**config.mk**
```make
export PLATFORM = sky130hd
export DESIGN_NAME = pipeline_hazard_ctrl
export DESIGN_NICKNAME = d
export VERILOG_FILES = /design/src/rtl/core_pkg.sv /design/src/rtl/hazard_perf_cnt.sv /design/src/rtl/pipeline_hazard_ctrl.sv
export SDC_FILE = /design/constraint.sdc
export NUM_CORES = 1
export LEC_CHECK = 0
export BUFFER_PORTS_ARGS = -buffer_cell sky130_fd_sc_hd__buf_2
export CORE_ASPECT_RATIO = 0.75
export CORE_MARGIN = 4
export CORE_UTILIZATION = 35
export CTS_CLUSTER_SIZE = 10
export DETAILED_ROUTE_END_ITERATION = 6
export GPL_TIMING_DRIVEN = 0
export SLEW_MARGIN = 20
export SYNTH_ARGS = -nofsm -noshare
export SYNTH_HDL_FRONTEND = slang
export SYNTH_HIERARCHICAL = 1
export SYNTH_SLANG_ARGS = --single-unit
```
**constraint.sdc**
```tcl
create_clock -name clk -period 2.7 [get_ports clk]
set_input_delay 0 -clock clk [delete_from_list [all_inputs] [get_ports clk]]
set_output_delay 0 -clock clk [all_outputs]
set_load 0.01 [all_outputs]
```
**src/rtl/core_pkg.sv**
```systemverilog
// Shared core definitions: hazard FSM states, redirect-source encoding and
// write-back select constants used across the pipeline.
package core_pkg;

   typedef enum logic [1:0] {
      ST_RUN      = 2'd0,
      ST_MEM_WAIT = 2'd1,
      ST_FLUSH    = 2'd2
   } hz_state_e;

   typedef enum logic [1:0] {
      RDR_NONE = 2'd0,
      RDR_TRAP = 2'd1,
      RDR_JMP  = 2'd2,
      RDR_BR   = 2'd3
   } rdr_src_e;

   localparam logic [2:0]  WB_X      = 3'd0;
   localparam logic [2:0]  WB_ALU    = 3'd1;
   localparam logic [2:0]  WB_MEM    = 3'd2;
   localparam logic [2:0]  WB_PC     = 3'd3;
   localparam logic [2:0]  WB_CSR    = 3'd4;
   localparam logic [31:0] REGPC_NOP = 32'h0000_0013;

   // Trap beats a memory-stage jump, which beats an execute-stage branch.
   function automatic rdr_src_e rdr_pick(input logic trap, input logic jmp, input logic br);
      rdr_src_e src;
      src = RDR_NONE;
      if (trap)
         src = RDR_TRAP;
      else if (jmp)
         src = RDR_JMP;
      else if (br)
         src = RDR_BR;
      return src;
   endfunction

endpackage

```
**src/rtl/hazard_perf_cnt.sv**
```systemverilog
// Wrapping stall-cycle and redirect counters for the hazard controller.
module hazard_perf_cnt
   import core_pkg::*;
#(
   parameter int unsigned CNT_W = 32
) (
   input  logic             clk,
   input  logic             rst_n,
   input  logic             stall_inc,
   input  logic             flush_inc,
   output logic [CNT_W-1:0] stall_cycles,
   output logic [CNT_W-1:0] flush_count
);

   localparam logic [CNT_W-1:0] ONE = {{(CNT_W-1){1'b0}}, 1'b1};

   logic [CNT_W-1:0] stall_q, stall_d;
   logic [CNT_W-1:0] flush_q, flush_d;

   always_comb begin
      stall_d = stall_inc ? stall_q + ONE : stall_q;
      flush_d = flush_inc ? flush_q + ONE : flush_q;
   end

   always_ff @(posedge clk or negedge rst_n) begin
      if (!rst_n) begin
         stall_q <= '0;
         flush_q <= '0;
      end else begin
         stall_q <= stall_d;
         flush_q <= flush_d;
      end
   end

   assign stall_cycles = stall_q;
   assign flush_count  = flush_q;

endmodule

```
**src/rtl/pipeline_hazard_ctrl.sv**
```systemverilog
// Stall/flush controller: load-use stalls, memory waits, and redirects from
// traps, jumps and branches, with performance counters.
module pipeline_hazard_ctrl
   import core_pkg::*;
#(
   parameter int unsigned FLUSH_CYCLES = 2,
   parameter int unsigned CNT_W        = 32
) (
   input  logic             clk,
   input  logic             rst_n,
   input  logic             id_valid,
   input  logic [4:0]       id_rs1_addr,
   input  logic [4:0]       id_rs2_addr,
   input  logic             id_rs1_use,
   input  logic             id_rs2_use,
   input  logic             ex_rf_wen,
   input  logic             ex_is_load,
   input  logic [4:0]       ex_wb_addr,
   input  logic             ex_br_flg,
   input  logic [31:0]      ex_br_target,
   input  logic             mem_jmp_flg,
   input  logic [31:0]      mem_jmp_target,
   input  logic             trap_req,
   input  logic [31:0]      trap_vector,
   input  logic             mem_req,
   input  logic             mem_ready,
   output logic             if_stall,
   output logic             id_stall,
   output logic             stall_flg,
   output logic             ex_bubble,
   output logic             branch_hazard,
   output logic             redirect_valid,
   output logic [31:0]      redirect_pc,
   output logic [CNT_W-1:0] stall_cycles,
   output logic [CNT_W-1:0] flush_count
);

   localparam logic [3:0] FLUSH_RELOAD = 4'(FLUSH_CYCLES - 1);

   hz_state_e   state_q, state_d;
   logic [3:0]  flush_cnt_q, flush_cnt_d;
   logic        redirect_valid_q, redirect_valid_d;
   logic [31:0] redirect_pc_q, redirect_pc_d;
   logic        branch_hazard_q, branch_hazard_d;
   logic        mem_stall_q, mem_stall_d;

   rdr_src_e    src;
   logic        take;
   logic        load_use;

   always_comb begin
      src              = rdr_pick(trap_req, mem_jmp_flg, ex_br_flg);
      take             = 1'b0;
      state_d          = state_q;
      flush_cnt_d      = flush_cnt_q;
      redirect_pc_d    = redirect_pc_q;
      redirect_valid_d = 1'b0;
      branch_hazard_d  = 1'b0;
      mem_stall_d      = 1'b0;

      case (state_q)
         ST_RUN: begin
            if (src != RDR_NONE)
               take = 1'b1;
            else if (mem_req && !mem_ready) begin
               state_d     = ST_MEM_WAIT;
               mem_stall_d = 1'b1;
            end
         end
         ST_MEM_WAIT: begin
            if (mem_ready)
               state_d = ST_RUN;
            else
               mem_stall_d = 1'b1;
         end
         ST_FLUSH: begin
            // Only a trap can re-arm; branch/jump here belong to squashed work.
            if (trap_req)
               take = 1'b1;
            else if (flush_cnt_q == 4'd0)
               state_d = ST_RUN;
            else begin
               flush_cnt_d     = flush_cnt_q - 4'd1;
               branch_hazard_d = 1'b1;
            end
         end
         default: state_d = ST_RUN;
      endcase

      if (take) begin
         state_d          = ST_FLUSH;
         flush_cnt_d      = FLUSH_RELOAD;
         redirect_valid_d = 1'b1;
         branch_hazard_d  = 1'b1;
         case (src)
            RDR_TRAP: redirect_pc_d = trap_vector;
            RDR_JMP:  redirect_pc_d = mem_jmp_target;
            RDR_BR:   redirect_pc_d = ex_br_target;
            default:  redirect_pc_d = redirect_pc_q;
         endcase
      end

      load_use = (state_q == ST_RUN) && (src == RDR_NONE) && id_valid && ex_is_load
                 && ex_rf_wen && (ex_wb_addr != 5'd0)
                 && ((id_rs1_use && (id_rs1_addr == ex_wb_addr))
                  || (id_rs2_use && (id_rs2_addr == ex_wb_addr)));
   end

   always_ff @(posedge clk or negedge rst_n) begin
      if (!rst_n) begin
         state_q          <= ST_RUN;
         flush_cnt_q      <= '0;
         redirect_valid_q <= 1'b0;
         redirect_pc_q    <= '0;
         branch_hazard_q  <= 1'b0;
         mem_stall_q      <= 1'b0;
      end else begin
         state_q          <= state_d;
         flush_cnt_q      <= flush_cnt_d;
         redirect_valid_q <= redirect_valid_d;
         redirect_pc_q    <= redirect_pc_d;
         branch_hazard_q  <= branch_hazard_d;
         mem_stall_q      <= mem_stall_d;
      end
   end

   assign if_stall       = mem_stall_q | load_use;
   assign id_stall       = mem_stall_q | load_use;
   assign stall_flg      = mem_stall_q;
   assign ex_bubble      = load_use;
   assign branch_hazard  = branch_hazard_q;
   assign redirect_valid = redirect_valid_q;
   assign redirect_pc    = redirect_pc_q;

   hazard_perf_cnt #(
      .CNT_W (CNT_W)
   ) u_perf_cnt (
      .clk          (clk),
      .rst_n        (rst_n),
      .stall_inc    (if_stall),
      .flush_inc    (take),
      .stall_cycles (stall_cycles),
      .flush_count  (flush_count)
   );

endmodule

```
# [After elaboration in Yosys (flattened, before gate mapping)]
# Index checks and enable logic that the tools add are counted.
[totals] regBits=105 output_inout_bits=102 word_cells=74
[classes] n_addsub=3 eq_ne=14 muxes=27 bitwise=1 reduce_logical=21
[ops] operator="$pmux 32 s3" count=1
[ops] operator="$add 32x1->32 const B" count=2
[ops] operator="$mux 2" count=9
[ops] operator="$mux 4" count=4
[ops] operator="$ne 3x2->1 const B" count=5
[ops] operator="$eq 5x5->1" count=2
[ops] operator="$mux 1" count=10
[ops] operator="$logic_and 1x1->1" count=9
[ops] operator="$eq 2x2->1 const B" count=3
[ops] operator="$pmux 2 s3" count=1
[ops] operator="$reduce_and 5->1" count=1
[ops] operator="$reduce_bool 5->1" count=1
[ops] operator="$eq 2x1->1 const B" count=2
[ops] operator="$logic_not 2->1" count=2
[ops] operator="$logic_not 4->1" count=1
[ops] operator="$ne 2x1->1 const B" count=2
[ops] operator="$pmux 1 s2" count=2
[ops] operator="$reduce_bool 2->1" count=2
[ops] operator="$sub 4x1->4 const B" count=1
[ops] operator="$reduce_and 3->1" count=1
[ops] operator="$reduce_bool 3->1" count=1
[ops] operator="$reduce_and 2->1" count=1
[ops] operator="$logic_not 1->1" count=1
[ops] operator="$logic_or 1x1->1" count=1
[ops] operator="$or 1x1->1" count=1

# [Logic depth before layout (Yosys ltp)]
# Gate-level depths: netlist of run 1.
[depth] depth_word=11 depth_mapped=10 mapped_depth_nobuf=8

# [Hierarchy]
# Netlist of run 1, hierarchy kept.
[by_module_without_submodules] mod="hazard_perf_cnt" instances=1 cells_each=253 area_per_inst_um2=2955.3 seq_area_each_um2=1601.5
[by_module_without_submodules] mod="pipeline_hazard_ctrl" instances=1 cells_each=274 area_per_inst_um2=2847.7 seq_area_each_um2=1026.0

# [Worst setup path before layout of run 1]
# Ideal clock, no wire load.
[synth_timing] path_kind="register -> register" start="reg state_q[1]" end="reg u_perf_cnt.stall_q[23], in the netlist u_perf_cnt/stall_cycles[23]" setup_ns=0.125 t_arrival_ns=2.328 required_time_ns=2.575 path_slack_ns=0.247 stages_incl_launch_ff=9 period_less_slack_ns=2.453 path_cell_list="dfrtp_1 > nand4b_1 > nor3b_1 > o21ai_0 > o21bai_1 > nand4_1 > nor3_1 > nand4_1 > xnor2_1"
[synth_via] elab_chain_cells=8
[synth_lines] element="from (decl)" line_no="pipeline_hazard_ctrl.sv:40" rtl="hz_state_e state_q, state_d;"
[synth_lines] element="from (signal assigned)" line_no="pipeline_hazard_ctrl.sv:118" rtl="state_q <= state_d;"
[synth_lines] element="$logic_not 2->1" line_no="pipeline_hazard_ctrl.sv:103" rtl="load_use = (state_q == ST_RUN) && (src == RDR_NONE) && id_valid && ex_is_load"
[synth_lines] element="$logic_and 1x1->1 (3 in a row)" line_no="pipeline_hazard_ctrl.sv:103"
[synth_lines] element="$logic_and 1x1->1 (2 in a row)" line_no="pipeline_hazard_ctrl.sv:104" rtl="&& ex_rf_wen && (ex_wb_addr != 5'd0)"
[synth_lines] element="$logic_and 1x1->1" line_no="pipeline_hazard_ctrl.sv:105" rtl="&& ((id_rs1_use && (id_rs1_addr == ex_wb_addr))"
[synth_lines] element="$or 1x1->1"
[synth_lines] element="net id_stall" line_no="pipeline_hazard_ctrl.sv:28" rtl="output logic id_stall,"
[synth_lines] element="to (signal assigned)" line_no="hazard_perf_cnt.sv:30" rtl="stall_q <= stall_d;"
[synth_lines] element="to (decl)" line_no="hazard_perf_cnt.sv:17" rtl="logic [CNT_W-1:0] stall_q, stall_d;"
# The timed path passes the listed nets, and every way through them passes these cells.
# A chain may end at the register's enable or synchronous reset.

# [Worst setup path after layout of run 1]
[layout_timing] start="reg state_q[1]" end="reg u_perf_cnt.stall_q[30], in the netlist u_perf_cnt/stall_cycles[30]"
[layout_via] elab_chain_cells=8
[layout_lines] element="$logic_not 2->1" line_no="pipeline_hazard_ctrl.sv:103"
[layout_lines] element="$logic_and 1x1->1 (3 in a row)" line_no="pipeline_hazard_ctrl.sv:103"
[layout_lines] element="$logic_and 1x1->1 (2 in a row)" line_no="pipeline_hazard_ctrl.sv:104"
[layout_lines] element="$logic_and 1x1->1" line_no="pipeline_hazard_ctrl.sv:105"
[layout_lines] element="$or 1x1->1" line_no="pipeline_hazard_ctrl.sv:127" rtl="assign if_stall = mem_stall_q | load_use;"
# No other way between the ends.

==> flow_metrics.py, run 1 <==
metrics = {
    "run_status": {
        "outcome": "complete, no violations",
    },
    "sta": {
        "fin_crit_ps": 2499,
        "max_slew.worst_pin.slew_ps": 535.0,
        "slew_violations": 0,
        "max_freq_ghz": 0.4002,
        "hold_violations": 0,
        "relSlewSlack_pct": 64.33,
        "setup_viol": 0,
        "fin_crit_sh_pct": 92.54,
        "skew_ps": 8.624,
    },
    "clock_network": {
        "cts-root-buf": "clkbuf_16",
        "htreeDepth": 3,
        "numCtsBuffers": 9,
        "clk_latency_ps": 360,
        "clock_path_buffers": 2,
        "tritoncts": "built",
        "clock_sinks": 105,
        "path_clk_slew_ps": 70,
    },
    "critical_path": {
        "cpMaxStageDelayCell": "dfrtp_1",
        "end_kind": "flop",
        "worst_setup_path_start_kind": "flop",
        "cp_cell_sequence": "nand4b_1 > nor3b_2 > o21ai_1 > o21bai_2 > nand4_1 > nor4_4 > buf_6 > nand4_1 > xnor2_1",
        "required_ps": 2940,
        "worstSetupPathType": "reg -> reg",
        "reg2reg_to": "u_perf_cnt/stall_cycles[30]",
        "slowest_delay_ps": 440,
        "crit_fanout": 10,
        "cp.arrival_ps": 2740,
        "r2r_cells": 9,
        "reg2reg_from": "state_q[1]",
        "cpMostUsedCell": "nand4_1",
        "r2r_setup_slack_ps": 200,
    },
    "yosys": {
        "ys_ff_latch": 105,
        "synth-main-ff-cell": "dfrtp_1",
        "synth_edf_count": 0,
        "ys_types": 49,
        "synth-async-reset-ratio_pct": 100.0,
        "synth_cells": 527,
        "netlist_area_um2": 5803,
        "avgSynthCellArea_um2": 11.01,
        "synth_fp_nets": 654,
        "yosysSeqAreaShare_pct": 45.28,
        "yosys_warnings": 6,
    },
    "worst_hold_path": {
        "hold_class": "in -> reg",
        "min_from": "mem_jmp_target[17]",
        "whs_endpoint": "redirect_pc[17]",
        "hold_path_depth": 4,
    },
    "layout": {
        "mostFrequentLayoutCell": "buf_2",
        "utilization_pct": 47.43,
        "n_fill_cell": 1526,
        "final_cell_mix": "buf_2 (226), dfrtp_1 (105), xnor2_1 (45), a22oi_1 (32), o21ai_1 (31)",
        "final_cells": 990,
        "syn2layout_area_growth_pct": 31.72,
        "antennaDiodeCount": 0,
        "drive_gt1_share_pct": 43.08,
        "nNetsFinal": 902,
    },
    "die": {
        "core_area_um2": 16120,
        "initial_core_util_pct": 36.01,
        "rows": 40,
        "dieArea_um2": 18730,
        "die_y_um": 119.5,
        "fp.dieW_um": 156.7,
        "ios": 225,
    },
    "detailed_routing": {
        "drt_first_pass_iters": 4,
        "drtIter0Drc": 239,
        "drt-total-wl_um": 16030,
        "ant_nets": 0,
        "wl_per_cell_um": 16.19,
        "via_per_inst": 5.062,
        "drc": 0,
        "vias": 5011,
    },
    "place": {
        "gp_congestion": 0.9112,
        "placed_cells": 961,
        "io_buffers": 223,
        "hpwl_um": 12280,
    },
    "global_routing": {
        "grtUsageTotal_pct": 16.80,
        "antenna_found_initial": 0,
        "overflow": 0,
        "grt_pass1_vias": 5113,
        "grt_pass1_wl_um": 25760,
        "grt_start_max_net_pins": 55,
    },
    "power_and_ir_drop": {
        "p_leak_nw": 3.808,
        "vdd_drop_max_uv": 365.1,
        "power_density_nw_per_um2": 529.1,
    },
    "job": {
        "cap_violations": 0,
    },
}
metal layers:
layer / part of all wire (%) / vias up / GRT usage (%)
met2: 49 / 127 / 27.92
met4: 1.6 / 0 / 4.607
met5: 0 / - / 0
li1: - / 2376 / -
met1: 45 / 2488 / 22.19
met3: 4.8 / 20 / 3.605
final cells by class:
cell class              count  area [um^2]  area share (%)
flip-flops and latches    105         2628           34.38
inverters                   6        25.02          0.3274
multi-input cells         388         2957           38.68
plain buffers              28        222.7           2.914
clock buffers              10        239.0           3.127
well taps                 210        262.8           3.438
clock inverters             6        52.55          0.6875
repair buffers            237         1257           16.45
flip-flops by register name (all words and copies together) (netlist names):
signal and flops:
flush_cnt_q 4, redirect_pc 32, branch_hazard 1, state_q 2, u_perf_cnt/flush_count 32, stall_flg 1, u_perf_cnt/stall_cycles 32, redirect_valid 1
kinds of logic after synthesis:
group,share of synthesized area (%)
and+or+nand+nor,19.00
DFF,45.28
AOI/OAI and AO/OA,11.10
xor gates and xnor gates,11.32
buffers and inverters,4.161
muxes,8.279
adders and majority gates,0.8625
Yosys cell counts, types with 2 or more instances:
| master | n | area (um^2) |
|---|---|---|
| mux2_2 | 8 | 90.09 |
| a21oi_2 | 9 | 78.83 |
| clkbuf_2 | 3 | 15.01 |
| xnor2_1 | 45 | 394.1 |
| nand4_1 | 22 | 137.6 |
| buf_2 | 5 | 25.02 |
| and2b_1 | 18 | 135.1 |
| and2_1 | 6 | 37.54 |
| buf_6 | 13 | 146.4 |
| nand2_1 | 25 | 93.84 |
| nor2_2 | 2 | 12.51 |
| nor3_1 | 12 | 60.06 |
| or2_2 | 2 | 12.51 |
| and3_1 | 12 | 75.07 |
| o21ai_0 | 3 | 15.01 |
| nor2b_1 | 17 | 106.4 |
| clkbuf_1 | 6 | 22.52 |
| and4_1 | 3 | 26.28 |
| nor4_1 | 5 | 31.28 |
| xor2_1 | 30 | 262.8 |
| a21oi_1 | 25 | 125.1 |
| nand4_2 | 2 | 25.02 |
| dfrtp_1 | 105 | 2628 |
| nor4_2 | 3 | 37.54 |
| nor4_4 | 2 | 42.54 |
| o21ai_1 | 30 | 150.1 |
| a22oi_1 | 32 | 240.2 |
| inv_1 | 5 | 18.77 |
| nand3_1 | 20 | 100.1 |
| mux2_4 | 26 | 390.4 |
| ha_1 | 4 | 50.05 |
| nor2_1 | 10 | 37.54 |
critical path: cells and delay by family, from the launching register on:
family	cells	cell delay (ps)
xor gates and xnor gates	1	150
buffers and inverters	1	190
AOI/OAI and AO/OA	2	370
DFF	1	440
and+or+nand+nor	5	1220
power by group:
part	internal, mW	switching [mW]	total (mW)
clock	0.663	0.618	1.28
combinational	0.461	0.439	0.900
sequential	1.73	0.137	1.86
total	2.85	1.19	4.04
metrics by stage:
step	setup WS (ps)	power (mW)	hold WS (ps)	cell area (um^2)	TNS [ps]
6_report	201.4	4.044	19.92	7644	0
5_1_grt	-42.98	4.267	25.51	7644	-108.8
4_1_cts	46.28	4.111	0.4131	7601	0
3_5_place_dp	-508.5	2.794	-12.15	7216	-9934
3_3_place_gp	-430.5	2.760	175.0	7182	-8384
2_1_floorplan	246.6	2.382	-295.6	5803	0
what timing repair did:
item / CTS / global route
hold buffers: 4 / 0
pin swaps: 3 / 6
gates resized for setup: 4 / 3
gates cloned: 0 / 0
endpoints found under the setup margin: 26 / 17
endpoints found under the hold margin: 58 / 0
buffers inserted: 5 / 4
worst max path at each step:
stage | end | startpoint
3_3_place_gp | u_perf_cnt/stall_cycles[23] | state_q[1]
3_5_place_dp | u_perf_cnt/stall_cycles[20] | state_q[1]
5_1_grt | u_perf_cnt/stall_cycles[20] | state_q[1]
4_1_cts | u_perf_cnt/stall_cycles[20] | state_q[1]
2_1_floorplan | u_perf_cnt/stall_cycles[23] | state_q[1]
6_report | u_perf_cnt/stall_cycles[30] | state_q[1]
Note: power is estimated with default switching activity, not from simulation.
==> run 2: changes to the inputs <==
--- a/config.mk
+++ b/config.mk
@@ -9,6 +9,7 @@
 export CORE_ASPECT_RATIO = 0.75
 export CORE_MARGIN = 4
 export CORE_UTILIZATION = 35
+export CTS_BUF_LIST = sky130_fd_sc_hd__clkbuf_8
 export CTS_CLUSTER_SIZE = 10
 export DETAILED_ROUTE_END_ITERATION = 6
 export GPL_TIMING_DRIVEN = 0
==> run 2 against run 1 <==
Net effect: worst setup slack gained 27 ps; clock power shrank 25%; design area grew 4.4%; clock skew grew 3.6 ps; sequential power is essentially flat; fmax grew 1.1%; combinational power grew 7.3%; largest cell class unchanged; largest power group unchanged.
==> flow_metrics.py, run 2 (synthesis gave the netlist of run 1 again) <==
metrics = {
    "layout": {
        "drive_gt1_share_pct": 40.83,
        "nNetsFinal": 945,
        "final_cell_mix": "buf_2 (226), dfrtp_1 (104), dlygate4sd3_1 (49), xnor2_1 (45), a22oi_1 (32)",
        "antennaDiodeCount": 0,
        "mostFrequentLayoutCell": "buf_2",
        "syn2layout_area_growth_pct": 37.56,
        "utilization_pct": 49.53,
    },
    "run_status": {
        "outcome": "complete, no violations",
    },
    "clock_network": {
        "clock_path_buffers": 2,
        "tritoncts": "built",
        "clk_latency_ps": 380,
        "path_clk_slew_ps": 100,
        "htreeDepth": 3,
        "clock_sinks": 105,
        "cts-root-buf": "clkbuf_8",
        "numCtsBuffers": 9,
    },
    "power_and_ir_drop": {
        "p_leak_nw": 3.933,
        "power_density_nw_per_um2": 474.4,
        "vdd_drop_max_uv": 349.6,
    },
    "detailed_routing": {
        "drt-total-wl_um": 16720,
        "ant_nets": 0,
        "drtIter0Drc": 334,
        "drc": 0,
        "wl_per_cell_um": 16.19,
        "via_per_inst": 5.103,
        "vias": 5271,
        "drt_first_pass_iters": 4,
    },
    "critical_path": {
        "cp.arrival_ps": 2770,
        "required_ps": 3000,
        "crit_fanout": 5,
        "end_kind": "flop",
        "worst_setup_path_start_kind": "flop",
        "worstSetupPathType": "reg -> reg",
    },
    "sta": {
        "max_freq_ghz": 0.4046,
        "slew_violations": 0,
        "rsz0062_at_grt": "true",
        "hold_violations": 0,
        "holdWs_ps": 36.41,
        "fin_crit_sh_pct": 91.54,
        "setup_viol": 0,
        "fin_crit_ps": 2471,
        "relSlewSlack_pct": 63.83,
        "max_slew.worst_pin.slew_ps": 542.6,
        "fin_tns_setup_ps": 0,
        "skew_ps": 12.20,
    },
    "place": {
        "gp_congestion": 0.9112,
        "io_buffers": 223,
        "hpwl_um": 12280,
    },
    "die": {
        "initial_core_util_pct": 36.01,
        "dieArea_um2": 18730,
        "fp.dieW_um": 156.7,
        "core_area_um2": 16120,
        "rows": 40,
        "die_y_um": 119.5,
        "ios": 225,
    },
    "global_routing": {
        "grt_pass1_wl_um": 26830,
        "grt_pass1_vias": 5378,
        "antenna_found_initial": 0,
        "grt_start_max_net_pins": 55,
        "grtUsageTotal_pct": 17.46,
        "overflow": 0,
    },
    "worst_hold_path": {
        "hold_class": "in -> reg",
    },
    "job": {
        "cap_violations": 0,
    },
}
## run 2: worst paths after layout
path | start | endpoint | slack, ps | cells past startpoint
setup / recovery | state_q[1] | u_perf_cnt/stall_cycles[29] | 230 | 9
max in group asynchronous | rst_n | u_perf_cnt/stall_cycles[26] | 1910 | 3
hold reg to reg | u_perf_cnt/flush_count[31] | u_perf_cnt/flush_count[31] | 470 | 1
min in group asynchronous | rst_n | redirect_pc[26] | 130 | 2
hold / removal | trap_vector[31] | redirect_pc[31] | 40 | 4
setup reg to reg | state_q[1] | u_perf_cnt/stall_cycles[29] | 230 | 9
## run 2: through the flow
| stage | std cells | setup WS, ps | total power [mW] | instance area, um^2 |
|---|---|---|---|---|
| final | 1033 | 228.6 | 3.787 | 7983 |
| after detailed placement | 961 | -508.5 | 2.794 | 7216 |
| after global placement | 960 | -430.5 | 2.760 | 7182 |
| after floorplan | 527 | 246.6 | 2.382 | 5803 |
| after CTS | 1031 | 38.99 | 3.843 | 7950 |
| after global routing | 1033 | -14.18 | 4.009 | 7983 |
## run 2: timing repair
action / CTS / global route
setup buffers: 5 / 2
setup endpoints to repair: 27 / 18
hold buffers: 49 / 0
resized for setup: 4 / 5
pin swaps: 3 / 5
hold endpoints to repair: 123 / 0
## run 2: area by class of cell
cell class              count  area [um^2]
plain buffers              28        222.7
clock buffers              10        137.6
clock inverters             6        52.55
fillers                  1501         8133
inverters                   6        25.02
multi-input cells         388         2960
flip-flops and latches    105         2629
well taps                 210        262.8
repair buffers            280         1693
## run 2: worst max-delay path: stages (launching register included)
cell and delay (ps):
dfrtp_2 450, nand4b_1 240, nor3b_2 280, o21ai_2 100, o21bai_2 230, nand4_1 240
nor4_4 350, buf_4 190, nand4_1 110, xnor2_1 210
## run 2: where the power goes
| part | leakage (nW) | switching (mW) | internal [mW] | total, mW |
|---|---|---|---|---|
| clock network | 0.0906 | 0.584 | 0.372 | 0.956 |
| registers | 1.36 | 0.138 | 1.73 | 1.86 |
| logic | 2.48 | 0.453 | 0.513 | 0.966 |
## run 2: per-layer routing
layer	part of all wire (%)	vias up	track usage, %
met5	0	-	0
met4	2.3	0	5.149
met3	5.0	39	3.208
met2	49	184	29.23
met1	44	2588	23.06
li1	-	2460	-
